<file path="config.mk">
export PLATFORM = sky130hd
export DESIGN_NAME = flag_register_file
export DESIGN_NICKNAME = d
export VERILOG_FILES = /design/src/rtl/flag_register_file.sv
export SDC_FILE = /design/constraint.sdc
export NUM_CORES = 1
export LEC_CHECK = 0
export CORE_ASPECT_RATIO = 1.1
export CORE_MARGIN = 10
export CORE_UTILIZATION = 49
export DETAILED_ROUTE_END_ITERATION = 16
export MAX_ROUTING_LAYER = met4
export PLACE_DENSITY_LB_ADDON = 0.25
export SLEW_MARGIN = 40
export SYNTH_ARGS = -nofsm -noshare
export SYNTH_HDL_FRONTEND = slang
export SYNTH_SLANG_ARGS = --single-unit
</file>
<file path="constraint.sdc">
create_clock -name clk -period 3.7 [get_ports clk]
set_clock_uncertainty 0.2 [all_clocks]
set_input_delay 0.74 -clock clk [delete_from_list [all_inputs] [get_ports clk]]
set_output_delay 0.74 -clock clk [all_outputs]
set_load 0.1 [all_outputs]
</file>
<file path="src/rtl/flag_register_file.sv">
// rtl/flag_register_file.sv - per-register ALU flag file with write pipeline and clear sweep
//
// Holds four 16-bit flag vectors (zero, sign, overflow, error), one bit per
// architectural register, which feed the jump decoder directly.
//
// Ports:
//   clk            sole clock, rising edge
//   reset          asynchronous, active-high reset
//   wr_valid       ALU result write request
//   wr_ready       write accepted when wr_valid && wr_ready at a rising edge
//   wr_reg         destination register index (4 bits)
//   wr_data        ALU result value (16 bits)
//   wr_overflow    ALU overflow for this result
//   wr_error       ALU error (e.g. divide by zero) for this result
//   clr_req        request to clear all flags (sweep of 16 cycles)
//   clr_busy       high while the clear sweep runs
//   flags_pending  high while an accepted write has not yet updated the flags
//   zeroflag, signflag, overflow, errorbit
//                  per-register flags, bit r for register r
//
// Configuration macro:
//   STICKY_ERROR_EN  when defined, a commit ORs the error into errorbit[r];
//                    the bit then clears only by the sweep or by reset.
//                    When undefined, a commit writes errorbit[r] directly.

module flag_register_file (
    input  logic        clk,
    input  logic        reset,
    input  logic        wr_valid,
    output logic        wr_ready,
    input  logic [3:0]  wr_reg,
    input  logic [15:0] wr_data,
    input  logic        wr_overflow,
    input  logic        wr_error,
    input  logic        clr_req,
    output logic        clr_busy,
    output logic        flags_pending,
    output logic [15:0] zeroflag,
    output logic [15:0] signflag,
    output logic [15:0] overflow,
    output logic [15:0] errorbit
);

    typedef enum logic {
        ST_IDLE  = 1'b0,
        ST_CLEAR = 1'b1
    } state_t;

    state_t      state;
    logic [3:0]  idx;

    // Stage 1 of the write pipeline: captured at acceptance, committed next edge.
    logic        s1_valid;
    logic [3:0]  s1_reg;
    logic        s1_zero;
    logic        s1_sign;
    logic        s1_overflow;
    logic        s1_error;

    logic        wr_accept;

    // clr_req blocks acceptance in the same cycle so a write can never slip in
    // behind the sweep. The reset term keeps wr_ready low while reset is held.
    assign wr_ready      = !reset && (state == ST_IDLE) && !clr_req;
    assign wr_accept     = wr_valid && wr_ready;
    assign clr_busy      = (state == ST_CLEAR);
    assign flags_pending = s1_valid;

    always_ff @(posedge clk or posedge reset) begin
        if (reset) begin
            state       <= ST_IDLE;
            idx         <= 4'd0;
            s1_valid    <= 1'b0;
            s1_reg      <= 4'd0;
            s1_zero     <= 1'b0;
            s1_sign     <= 1'b0;
            s1_overflow <= 1'b0;
            s1_error    <= 1'b0;
            zeroflag    <= 16'h0000;
            signflag    <= 16'h0000;
            overflow    <= 16'h0000;
            errorbit    <= 16'h0000;
        end else begin
            // Stage 1 capture. Zero/sign are reduced here so the commit edge
            // only has to steer single bits.
            s1_valid <= wr_accept;
            if (wr_accept) begin
                s1_reg      <= wr_reg;
                s1_zero     <= (wr_data == 16'h0000);
                s1_sign     <= wr_data[15];
                s1_overflow <= wr_overflow;
                s1_error    <= wr_error;
            end

            // Commit. A write in flight when CLEAR is entered commits on the
            // entry edge; no new write can be accepted during CLEAR, so a
            // commit never coincides with a sweep step.
            if (s1_valid) begin
                zeroflag[s1_reg] <= s1_zero;
                signflag[s1_reg] <= s1_sign;
                overflow[s1_reg] <= s1_overflow;
`ifdef STICKY_ERROR_EN
                errorbit[s1_reg] <= errorbit[s1_reg] | s1_error;
`else
                errorbit[s1_reg] <= s1_error;
`endif
            end

            case (state)
                ST_IDLE: begin
                    if (clr_req) begin
                        state <= ST_CLEAR;
                        idx   <= 4'd0;
                    end
                end
                ST_CLEAR: begin
                    // One register per edge, r0 first; clr_req is ignored here.
                    zeroflag[idx] <= 1'b0;
                    signflag[idx] <= 1'b0;
                    overflow[idx] <= 1'b0;
                    errorbit[idx] <= 1'b0;
                    idx           <= idx + 4'd1;
                    if (idx == 4'd15) begin
                        state <= ST_IDLE;
                    end
                end
                default: begin
                    state <= ST_IDLE;
                end
            endcase
        end
    end

endmodule
</file>
==> flow_metrics.tcl <==
set metrics [dict create \
    path_cells "clkdlybuf4s50_1 -> nor3_2 -> buf_4" \
    die_area_sq_mm 0.01130 \
    root_buffer "clkbuf_8" \
    cts_tree "built" \
    synthTopCellsByCount "78 x dfrtp_1, 67 x nand3_1, 65 x a21oi_1" \
    cts_resized 0 \
    min_path_type "register to register" \
    r2r_setup_slack_ns 1.81 \
    synth_cells 386 \
    dp_slack_ns 1.053 \
    wire_per_inst_um 19.19 \
    insertion_delay_ns 0.35 \
    ir_worst_vdd_uv 509.6 \
    h-tree-depth 3 \
    drv_slew 0 \
    required_ns 2.76 \
    hold_violations 0 \
    start_util 0.5121 \
    grt_start_max_net_pins 42 \
    grt_usage 0.1923 \
    post-synth-top-count-cell "dfrtp_1" \
    vias 3237 \
    cp_max_fo 2 \
    seq_area_frac_synth 0.5348 \
    synth_top_area_cell "dfrtp_1" \
    yosysTopAreaCellShare 0.5348 \
    drive_gt1_frac 0.2358 \
    hp-start "signflag[8]" \
    antenna_left 0 \
    ys.flop_type "dfrtp_1" \
    cpMaxStageDelayCell "clkdlybuf4s50_1" \
    finalSetupTns_ns 0 \
    grt_pass1_wl_um 17040 \
    nNetsFinal 483 \
    min_period_ns 2.640 \
    dp_hpwl_um 7335 \
    post-place-cells 527 \
    drtIter0Drc 332 \
    yosys-top-cells-area "dfrtp_1 53%, nand3_1 9.2%, a21oi_1 8.9%" \
    clockBufferDepth 2 \
    grt_pass1_vias 3289 \
    cts_buffers 9 \
    drt-vias-per-instance 5.961 \
    pin_count 93 \
    remaining_drc_errors 0 \
    syn-num-nets 416 \
    rsz0062_at_grt "no" \
    max_stage_delay_ns 0.45 \
    total_power_mw 2.547 \
    setup_viol 0 \
    start_kind "input port" \
    hold_buffers 0 \
    synthArstFlopShare 1.000 \
    min_period_over_period 0.7136 \
    p_per_area_mw_per_mm2 566.0 \
    cts_setup_buffers 0 \
    r2r_start "clr_busy" \
    drv_cap 0 \
    die_w_um 102.3 \
    final_util 0.6313 \
    rr_endpoint "s1_sign" \
    portBuffers 92 \
    holdPathStages 2 \
    p_leak_nw 2.047 \
    avgSynthCellArea_sq_um 9.455 \
    core_area_sq_mm 0.007127 \
    cp_data_arrival_time_ns 1.70 \
    slew_headroom 0.5049 \
    antenna_cells 0 \
    placementRows 32 \
    fillers 594 \
    gp_congestion 0.8269 \
    die_h_um 110.5 \
    area_growth_syn_to_layout_pct 23.28 \
    synthDistinctLibCells 31 \
    final_cells 543 \
    clk_pin_slew_ns 0.08 \
    whs_endpoint "signflag[8]" \
    max_freq_ghz 0.3788 \
    end_kind "primary output" \
    synth_edf_count 0 \
    antenna_found_initial 0 \
    crit_type "input port to primary output" \
    setup_ws_ns 1.060 \
    ys_warn_count 0 \
    worstMarginPinSlew_ns 0.7426 \
    finalWirelength_um 10420 \
    rr_worst_depth 3 \
    clock_sinks 78 \
    dr.pass1.iters 5 \
    outcome "complete, no violations" \
    overflow 0 \
    ys_ff_latch 78 \
    syn_area_sq_mm 0.003650 \
]
worst max-delay path by stage:
stage                   from       end  slack [ns]  depth (start not counted)
global placement       reset  wr_ready        1.08                          3
detailed placement     reset  wr_ready        1.05                          3
global route           reset  wr_ready        0.99                          3
finish                 reset  wr_ready        1.06                          3
CTS                    reset  wr_ready        1.05                          3
floorplan           clr_busy  s1_error        0.48                          4
critical path, delay by kind of cell:
| kind | cells | cell delay, ns |
|---|---|---|
| buffers and inverters | 2 | 0.77 |
| and+or+nand+nor | 1 | 0.19 |
cell usage in the layout, fill, tap and decap left out, drive strengths merged:
| master | n |
|---|---|
| a21oi | 65 |
| and2 | 2 |
| and3 | 1 |
| and3b | 2 |
| buf | 68 |
| bufinv | 1 |
| clkbuf | 9 |
| clkdlybuf4s50 | 25 |
| clkinv | 5 |
| clkinvlp | 2 |
| dfrtp | 78 |
| ha | 4 |
| inv | 4 |
| mux2 | 8 |
| mux2i | 1 |
| nand2 | 9 |
| nand2b | 6 |
| nand3 | 67 |
| nand3b | 3 |
| nand4 | 1 |
| nor2 | 17 |
| nor2b | 3 |
| nor3 | 3 |
| nor3b | 1 |
| nor4 | 4 |
| o21ai | 65 |
| o22ai | 1 |
| o31ai | 1 |
| or2 | 1 |
| or3b | 1 |
cells by family after synthesis:
| kind of cell | after synthesis | share of synthesized area |
|---|---|---|
| buf+inv | 42 | 0.06205 |
| simple gates | 121 | 0.1738 |
| compound gates | 132 | 0.1882 |
| mux | 9 | 0.02743 |
| fa+ha+maj | 4 | 0.01371 |
| flops | 78 | 0.5348 |
stage by stage:
stage	cell area [sq um]	hold WS, ns
detailed placement	4309	0.3349
CTS	4498	0.3460
global route	4499	0.3656
global placement	4352	0.3272
finish	4499	0.3439
floorplan	3655	0.3741
layout make-up:
| class | instances | area (sq um) | share of cell area |
|---|---|---|---|
| sequential | 78 | 1952 | 0.4338 |
| clock inverter | 7 | 65.06 | 0.01446 |
| tap | 85 | 106.4 | 0.02364 |
| clock buffer | 9 | 123.9 | 0.02753 |
| timing repair buffer | 93 | 748.2 | 0.1663 |
| inverter | 5 | 20.02 | 0.004449 |
| multi-input combinational | 266 | 1484 | 0.3298 |
layer usage:
| layer | track usage | routed length (um) |
|---|---|---|
| met1 | 0.2362 | 4339 |
| met3 | 0.04421 | 686 |
| met2 | 0.2999 | 5161 |
| met4 | 0.07210 | 233 |
| met5 | - | 0 |
power by group:
group	leakage (nW)	switching (mW)	internal (mW)
clock	0.0948	0.320	0.306
combinational	0.884	0.535	0.197
sequential	1.07	0.258	0.930
Power figures use the tool's default switching activity.
